$ cat src/rtl/fir_spi_master.sv
`timescale 1ns/1ps
// fir_spi_master: SPI master (CPOL=0, CPHA=0) that frames one packet of
//   SAMPLES_NUM 16-bit samples, zero-padded to PACKET_SIZE bytes, and
//   captures the same number of MISO bits. SCK half-period is CLK_DIV clocks.
// Latency: ssOut falls one cycle after accept; doneOut pulses
//   1 + 2*CLK_DIV*N + CLK_DIV cycles after accept; busyOut drops CLK_DIV later.
// Backpressure: none; startIn is ignored while busyOut is high (no queueing).
// Ports:
//   clkIn, resetIn (sync, active-high)  startIn/abortIn  request/terminate
//   dataIn   samples, first sample in the top 16 bits
//   misoIn   serial input, already synchronous to clkIn
//   ssOut/sckOut/mosiOut  SPI pins    dataOut/doneOut  received word + pulse
//   busyOut  high from accept until the inter-packet gap ends
module fir_spi_master #(
  parameter int PACKET_SIZE = 8,
  parameter int SAMPLES_NUM = 2,
  parameter int CLK_DIV     = 4
) (
  input  logic                        clkIn,
  input  logic                        resetIn,
  input  logic                        startIn,
  input  logic                        abortIn,
  input  logic [SAMPLES_NUM*16-1:0]   dataIn,
  input  logic                        misoIn,
  output logic                        ssOut,
  output logic                        sckOut,
  output logic                        mosiOut,
  output logic [PACKET_SIZE*8-1:0]    dataOut,
  output logic                        doneOut,
  output logic                        busyOut
);

  localparam int N   = PACKET_SIZE * 8;
  localparam int TXW = SAMPLES_NUM * 16;
  localparam int CW  = (CLK_DIV > 1) ? $clog2(CLK_DIV) : 1;
  localparam int BW  = $clog2(N);
  localparam logic [CW-1:0] CNT_LAST = CW'(CLK_DIV - 1);
  localparam logic [BW-1:0] BIT_LAST = BW'(N - 1);

  typedef enum logic [2:0] {
    S_IDLE, S_SETUP, S_HIGH, S_LOW, S_HOLD, S_GAP
  } state_t;

  state_t          state_q, state_d;
  logic [CW-1:0]   cnt_q, cnt_d;
  logic [BW-1:0]   bit_q, bit_d;
  logic [N-1:0]    tx_q, tx_d;
  logic [N-1:0]    rx_q, rx_d;
  logic [N-1:0]    data_q, data_d;
  logic            ss_q, ss_d;
  logic            sck_q, sck_d;
  logic            mosi_q, mosi_d;
  logic            done_q, done_d;
  logic            busy_q, busy_d;

  logic [N-1:0]    tx_load;
  logic            cnt_end;

  // Samples occupy the top of the frame; the tail is zero padding.
  always_comb begin
    tx_load = '0;
    tx_load[N-1 -: TXW] = dataIn;
  end

  assign cnt_end = (cnt_q == CNT_LAST);

  always_comb begin
    state_d = state_q;
    cnt_d   = cnt_q + CW'(1);
    bit_d   = bit_q;
    tx_d    = tx_q;
    rx_d    = rx_q;
    data_d  = data_q;
    ss_d    = ss_q;
    sck_d   = sck_q;
    mosi_d  = mosi_q;
    done_d  = 1'b0;
    busy_d  = busy_q;

    case (state_q)
      S_IDLE: begin
        cnt_d = '0;
        if (startIn && !abortIn) begin
          tx_d    = tx_load;
          bit_d   = '0;
          ss_d    = 1'b0;
          mosi_d  = tx_load[N-1];
          busy_d  = 1'b1;
          state_d = S_SETUP;
        end
      end
      S_SETUP: begin
        if (cnt_end) begin
          cnt_d   = '0;
          sck_d   = 1'b1;
          rx_d    = {rx_q[N-2:0], misoIn};
          state_d = S_HIGH;
        end
      end
      S_HIGH: begin
        if (cnt_end) begin
          cnt_d = '0;
          sck_d = 1'b0;
          if (bit_q != BIT_LAST) begin
            // Next bit is presented on the falling edge (CPHA=0).
            tx_d    = tx_q << 1;
            mosi_d  = tx_q[N-2];
            bit_d   = bit_q + BW'(1);
            state_d = S_LOW;
          end else begin
            state_d = S_HOLD;
          end
        end
      end
      S_LOW: begin
        if (cnt_end) begin
          cnt_d   = '0;
          sck_d   = 1'b1;
          rx_d    = {rx_q[N-2:0], misoIn};
          state_d = S_HIGH;
        end
      end
      S_HOLD: begin
        if (cnt_end) begin
          cnt_d   = '0;
          ss_d    = 1'b1;
          mosi_d  = 1'b0;
          data_d  = rx_q;
          done_d  = 1'b1;
          state_d = S_GAP;
        end
      end
      S_GAP: begin
        if (cnt_end) begin
          cnt_d   = '0;
          busy_d  = 1'b0;
          state_d = S_IDLE;
        end
      end
      default: begin
        cnt_d   = '0;
        state_d = S_IDLE;
      end
    endcase

    // Abort overrides any timed transition; the gap still runs in full so
    // the slave sees a proper deselect interval, and dataOut is untouched.
    if (abortIn && (state_q inside {S_SETUP, S_HIGH, S_LOW, S_HOLD})) begin
      cnt_d   = '0;
      ss_d    = 1'b1;
      sck_d   = 1'b0;
      mosi_d  = 1'b0;
      data_d  = data_q;
      done_d  = 1'b0;
      state_d = S_GAP;
    end
  end

  always_ff @(posedge clkIn) begin
    if (resetIn) begin
      state_q <= S_IDLE;
      cnt_q   <= '0;
      bit_q   <= '0;
      tx_q    <= '0;
      rx_q    <= '0;
      data_q  <= '0;
      ss_q    <= 1'b1;
      sck_q   <= 1'b0;
      mosi_q  <= 1'b0;
      done_q  <= 1'b0;
      busy_q  <= 1'b0;
    end else begin
      state_q <= state_d;
      cnt_q   <= cnt_d;
      bit_q   <= bit_d;
      tx_q    <= tx_d;
      rx_q    <= rx_d;
      data_q  <= data_d;
      ss_q    <= ss_d;
      sck_q   <= sck_d;
      mosi_q  <= mosi_d;
      done_q  <= done_d;
      busy_q  <= busy_d;
    end
  end

  assign ssOut   = ss_q;
  assign sckOut  = sck_q;
  assign mosiOut = mosi_q;
  assign dataOut = data_q;
  assign doneOut = done_q;
  assign busyOut = busy_q;

endmodule

$ cat config.mk
export PLATFORM = sky130hd
export DESIGN_NAME = fir_spi_master
export DESIGN_NICKNAME = d
export VERILOG_FILES = /design/src/rtl/fir_spi_master.sv
export SDC_FILE = /design/constraint.sdc
export NUM_CORES = 1
export LEC_CHECK = 0
export ABC_AREA = 1
export BUFFER_PORTS_ARGS = -buffer_cell sky130_fd_sc_hd__buf_2
export CAP_MARGIN = 10
export CORE_AREA = 2 2 97 137
export CTS_BUF_LIST = sky130_fd_sc_hd__clkbuf_16
export CTS_CLUSTER_SIZE = 8
export DETAILED_ROUTE_END_ITERATION = 16
export DIE_AREA = 0 0 99 139
export HOLD_SLACK_MARGIN = 0.15
export PLACE_DENSITY = 0.78
export SETUP_SLACK_MARGIN = 0.15
export SYNTH_ARGS = -nofsm -noshare
export SYNTH_HDL_FRONTEND = slang
export SYNTH_SLANG_ARGS = --single-unit
$ cat constraint.sdc
create_clock -name clkIn -period 2.2 [get_ports clkIn]
set_clock_uncertainty 0.1 [all_clocks]
set_input_delay 0.33 -clock clkIn [delete_from_list [all_inputs] [get_ports clkIn]]
set_output_delay 0.33 -clock clkIn [all_outputs]
set_load 0.005 [all_outputs]
==> results.txt, run 1 <==
Final wirelength - 15400 um
Crit path launch type - flop
Share of cells above drive strength 1 - 16.3%
Vias per cell - 5.21
Slowest cell on crit path - nand3_4
List of most frequent post-synthesis cells - nand2_1 (202), dfxtp_1 (175), a21oi_1 (138), o21ai_0 (84), nor2_1 (80)
Worst slew pin tran - 0.773 ns
Root Buffer - clkbuf_16
Seq/Total Area, Yosys - 50.9%
Initial Util - 54.8%
Synth top area cells - dfxtp_1 (51%), nand2_1 (11%), a21oi_1 (10%)
Largest area contributor in the netlist - dfxtp_1
Final Setup Violations - 0
Area growth syn-to-layout - 20.3%
TritonCTS clock tree - built
Post-synth EDFFs - 0
Global-route wire length before repair - 26400 um
Routability congestion estimate from global placement - 0.858
Crit-path max FO - 48
Fin crit share - 88.2%
Inserted Clock Buffers - 17
Number of max-cap violations - 0
Final Max Slew Viols - 0
Core area - 12600 um^2
Net Count, Synth - 969
Max Freq - 0.515 GHz
Main flop type after synthesis - dfxtp_1
H-Tree Level Count - 4
Crit-path max cell delay - 0.43 ns
CP Data Arrival Time - 2.13 ns
ANT nets after route - 0
Placed wire-length estimate - 9350 um
Post-route design area - 8280 um^2
Drc violations - 0
Cell area after synthesis - 6880 um^2
Avg WL per Cell - 13.0 um
Clock-pin slew on the worst setup and hold paths - 0.07 ns
Num rows - 49
IO Pins - 106
Die X - 99 um
Worst hold path cell count - 5
Full die area - 13800 um^2
Hold Violations, Final - 0
FF+latch count, synth - 175
Total Neg Setup Slack - 0 ns
Seq. cell area - 3500 um^2
Iteration count of the initial detailed-routing pass - 4
Layout Nets - 1057
Placement-stage cell area - 7490 um^2
DRT iter0 DRCs - 289
Synth unique cells - 26
Async S/R FF share, synth - 0%
RSZ-0062 raised after global routing - true
Floorplan die height - 139 um
Worst reg2reg path depth - 5
Run status - finished, final reports clean
Rel. slew slack - 48.5%
Vias - 6164
Yosys warns - 0
Post-CTS setup buffer count - 0
Vias in the first global route - 5928
Leakage - 3.42 nW
Initial antenna violation count - 0
Worst path cell trace - ha_1 -> nand3_4 -> buf_12 -> o21ai_0 -> a21oi_1
Footprint of the multi-input gates - 2780 um^2
Req. time, crit path - 2.39 ns
Grt ovf - 0
CTS max path bufs - 2
Hold WC Path Type - in -> reg
CTS Sinks - 175
Critical path class - reg -> reg
Count leader, synth - nand2_1
Maximum VDD drop - 0.000597 V
Number of port buffers - 105
Post-synth top area share - 50.9%
Antenna cells - 0
Power Density - 1050 nW/um^2
R2r setup slk - 0.26 ns
Total GRT Usage - 22.9%
CP endpoint kind - flop
Later-pin clock latency in the skew report - 0.41 ns
Final min period - 1.94 ns
# fillers - 1100
Pin count of the biggest net entering global routing - 73
Average size of a mapped cell - 7.40 um^2
Post-synthesis cell count - 930
[layout make-up]
type	instances	share of cell area, %
clock inverters	15	2.49
well taps	153	2.31
flip-flops and latches	175	42.3
multi-input cells	607	33.5
clock buffers	17	5.14
inverters	83	3.82
repair buffers	134	10.4
[cell families (layout without fill, tap and decap cells)]
kind of cell	Yosys count	after routing	synth area share (%)
XOR/XNOR	1	1	0.127
buffers and inverters	148	249	9.18
AO/OA/AOI/OAI	237	237	17.3
adder cells (fa/ha/maj)	2	2	0.364
AND/OR/NAND/NOR	367	367	22.2
flip-flops	175	175	50.9
[metal layers]
layer / track usage (%) / wire length (um) / up-vias
met5: 0 / 0 / -
met4: 7.64 / 155 / 0
met3: 5.14 / 612 / 13
met2: 40.1 / 7870 / 123
met1: 27.5 / 6720 / 2855
li1: - / - / 3173
[per-stage QoR]
step / total power, mW / worst slack, ns / instances / utilization, % / hold slack (ns)
2_1_floorplan: 5.20 / 0.624 / 930 / - / 0.297
3_3_place_gp: 5.48 / 0.320 / 1139 / 59.6 / 0.304
3_5_place_dp: 5.52 / 0.256 / 1139 / 59.6 / 0.319
4_1_cts: 8.74 / 0.226 / 1184 / 65.7 / 0.152
5_1_grt: 9.22 / 0.123 / 1184 / 65.9 / 0.169
6_report: 8.73 / 0.260 / 1184 / 65.9 / 0.165
[power breakdown]
part | switching [mW] | internal [mW] | total (mW)
clock | 1.29 | 1.93 | 3.21
sequential | 0.163 | 3.44 | 3.60
combinational | 1.29 | 0.623 | 1.91
[path summary, 6_finish.rpt]
| path | startpoint | end |
|---|---|---|
| setup / recovery | cnt_q[0] | rx_q[15] |
| setup reg to reg | cnt_q[0] | rx_q[15] |
| hold reg to reg | cnt_q[0] | cnt_q[0] |
| hold / removal | dataIn[10] | tx_q[42] |
[cell usage in the layout, fill, tap and decap left out, types with 4 or more instances in the layout]
cell / count
nand2_1: 202
dfxtp_1: 175
a21oi_1: 138
buf_2: 105
o21ai_0: 84
nor2_1: 80
inv_1: 76
nand3_1: 71
clkbuf_16: 17
o21ai_1: 14
dlygate4sd3_1: 13
buf_4: 9
inv_2: 5
inv_6: 5
buf_12: 5
bufinv_16: 4
[repair_timing]
| action | 4_1_cts | 5_1_grt |
|---|---|---|
| endpoints found under the setup margin | 0 | 76 |
| gates resized for setup | 0 | 6 |
| hold endpoints to repair | 12 | 0 |
| hold buffers | 13 | 0 |
[registers in the layout, indices dropped and copies added (netlist names), 2 cells and up]
| register | flops |
|---|---|
| dataOut | 64 |
| bit_q | 6 |
| rx_q | 64 |
| cnt_q | 2 |
| state_q | 3 |
| tx_q | 31 |
[worst max-delay path: cells and delay by family (launching register included)]
family                   cells  cell delay, ns
adder cells (fa/ha/maj)      1            0.26
flip-flops                   1            0.33
AND/OR/NAND/NOR              1            0.43
buffers and inverters        1            0.34
AO/OA/AOI/OAI                2            0.35
Power figures use the tool's default switching activity.
==> run 2, diff against run 1 <==
Settings changed: BUFFER_PORTS_ARGS -buffer_cell sky130_fd_sc_hd__buf_2 to -buffer_cell sky130_fd_sc_hd__buf_4, CAP_MARGIN 10 to 20.
==> run 2 against run 1 <==
Non-clock buffer count is 4 higher. Register-to-register slack improved by 0.03 ns. Flip-flop and latch count is the same. Sequential power is essentially flat. Core utilization grew 1.3 points. Worst setup slack improved by 0.031 ns. Global-route usage fell by 1.0 points. Combinational power is essentially flat. Clock power down 15%. Clock-buffer cell count is the same.
==> results.txt, run 2 (synthesis gave the netlist of run 1 again) <==
Maximum VDD drop - 0.000669 V (+12%)
Final Setup Violations - 0 (unchanged)
Most common cell after layout, fill and taps aside - nand2_1
Number of port buffers - 105 (unchanged)
Critical path class - reg -> reg
Drc violations - 0 (unchanged)
CTS max path bufs - 2 (unchanged)
Clock-pin slew on the worst setup and hold paths - 0.07 ns (about the same)
Post-CTS setup buffer count - 0 (unchanged)
Routability congestion estimate from global placement - 0.868 (+1.2%)
Vias in the first global route - 5813 (-1.9%)
Hold WC Path Type - in -> reg
Top Family by Delay on Critical Path - simple AND/OR/NAND/NOR gates
Worst hold path cell count - 5 (unchanged)
Full die area - 13800 um^2 (unchanged)
Slowest cell on crit path - dfxtp_1
Antenna cells - 0 (unchanged)
WP buf/inv - 2 (+1)
Number of max-cap violations - 0 (unchanged)
Final Max Slew Viols - 0 (unchanged)
H-Tree Level Count - 4 (unchanged)
Vias per cell - 5.12 (-1.7%)
Worst path cell trace - nor2_1 -> nand2_1 -> nand3_2 -> nand2_4 -> buf_4 -> nand2_1 -> inv_2 -> nand2_1 -> nor2_1
Area growth syn-to-layout - 22.7%
RSZ-0062 raised after global routing - true
CTS Sinks - 175 (unchanged)
Top layer in use - met4
WP depth - 9 (+4)
Run status - finished, final reports clean
Total GRT Usage - 21.9% (-1.0 points)
Worst slew pin tran - 0.763 ns (-0.00979 ns)
Floorplan die height - 139 um (unchanged)
Most common cell on crit path - nand2_1
Final wirelength - 15100 um (-1.8%)
Core Util, Final - 67.2% (+1.3 points)
Iteration count of the initial detailed-routing pass - 4 (unchanged)
Initial Util - 54.8% (unchanged)
Total Neg Setup Slack - 0 ns (unchanged)
Core area - 12600 um^2 (unchanged)
Crit-path max FO - 23 (-52%)
R2r setup slk - 0.29 ns (+0.03 ns)
Inserted Clock Buffers - 17 (unchanged)
Max Freq - 0.524 GHz (+1.6%)
Rel. slew slack - 49.1% (+0.65 points)
Crit path launch type - flop
Leakage - 3.39 nW (-0.84%)
WHS - 0.160 ns (-0.00519 ns)
Num rows - 49 (unchanged)
Die X - 99 um (unchanged)
TritonCTS clock tree - built
Pin count of the biggest net entering global routing - 73 (unchanged)
Layout Nets - 1061 (+0.38%)
M1 wire length - 6520 um (-3.0%)
Crit-path max cell delay - 0.50 ns (+0.07 ns)
Later-pin clock latency in the skew report - 0.42 ns (about the same)
Grt ovf - 0 (unchanged)
Commonest cells after routing, fill and taps aside - nand2_1 (202), dfxtp_1 (175), a21oi_1 (138)
Routed length on met3 - 632 um (+3.3%)
Req. time, crit path - 2.46 ns (+0.07 ns)
Hold Violations, Final - 0 (unchanged)
Met2 WL - 7660 um (-2.8%)
Placed wire-length estimate - 9350 um (about the same)
CP Data Arrival Time - 2.17 ns (+0.04 ns)
IO Pins - 106 (unchanged)
Vias - 6081 (-1.3%)
Fin crit share - 86.8% (-1.4 points)
ANT nets after route - 0 (unchanged)
Initial antenna violation count - 0 (unchanged)
Global-route wire length before repair - 25300 um (-4.0%)
Power Density - 974 nW/um^2 (-7.5%)
Root Buffer - clkbuf_16
Final min period - 1.91 ns (-0.0313 ns)
# fillers - 1066 (-3.1%)
CP endpoint kind - flop
DRT iter0 DRCs - 289 (unchanged)
Share of cells above drive strength 1 - 15.9% (-0.35 points)
Worst reg2reg path depth - 9 (+4)
Avg WL per Cell - 12.7 um (-2.1%)
run 2: cell types whose count changed in the layout (fill, tap and decap cells not counted), sizes merged:
| cell | delta |
|---|---|
| buf | -1 |
| bufinv | -4 |
| inv | +1 |
| clkinv | -1 |
| clkinvlp | +4 |
| dlygate4sd3 | +5 |
run 2: path summary, 6_finish.rpt:
path                   start        to
hold reg to reg     cnt_q[0]  cnt_q[0]
hold / removal    dataIn[11]  tx_q[43]
setup / recovery  state_q[0]  cnt_q[0]
setup reg to reg  state_q[0]  cnt_q[0]
run 2: timing repair:
item	4_1_cts	5_1_grt
gates resized for setup	0	5
hold buffers	18	0
setup endpoints to repair	0	77
endpoints found under the hold margin	17	0
run 2: power breakdown:
group,internal (mW),switching [mW]
clock,1.46,1.27
sequential,3.44,0.163
combinational,0.618,1.28
total,5.52,2.71
run 2: worst reg2reg max path, cell delays in order, from the launching register on:
cell and delay [ns]:
dfxtp_1 0.50, nor2_1 0.07, nand2_1 0.22, nand3_2 0.14
nand2_4 0.12, buf_4 0.28, nand2_1 0.15, inv_2 0.12
nand2_1 0.08, nor2_1 0.08
run 2: per-stage QoR:
stage	setup slack, ns	total power [mW]	cells	cell area, um^2
floorplan	0.624	5.20	930	6880
global placement	0.307	5.48	1138	7710
detailed placement	0.241	5.53	1138	7710
CTS	0.225	8.30	1188	8430
global route	0.138	8.70	1188	8450
finish	0.291	8.23	1188	8450
run 2: layout make-up:
class,count,area [um^2],area share (%)
timing repair buffer,138,1130,13.3
sequential,175,3500,41.5
multi-input combinational,607,2770,32.8
tap,153,191,2.27
clock buffer,17,425,5.04
clock inverter,15,116,1.38
inverter,83,317,3.75
run 2: per-layer routing:
layer | GRT usage (%) | vias up
met5 | 0 | -
met4 | 8.80 | 0
met3 | 4.49 | 22
met2 | 38.5 | 121
met1 | 25.7 | 2757
li1 | - | 3181
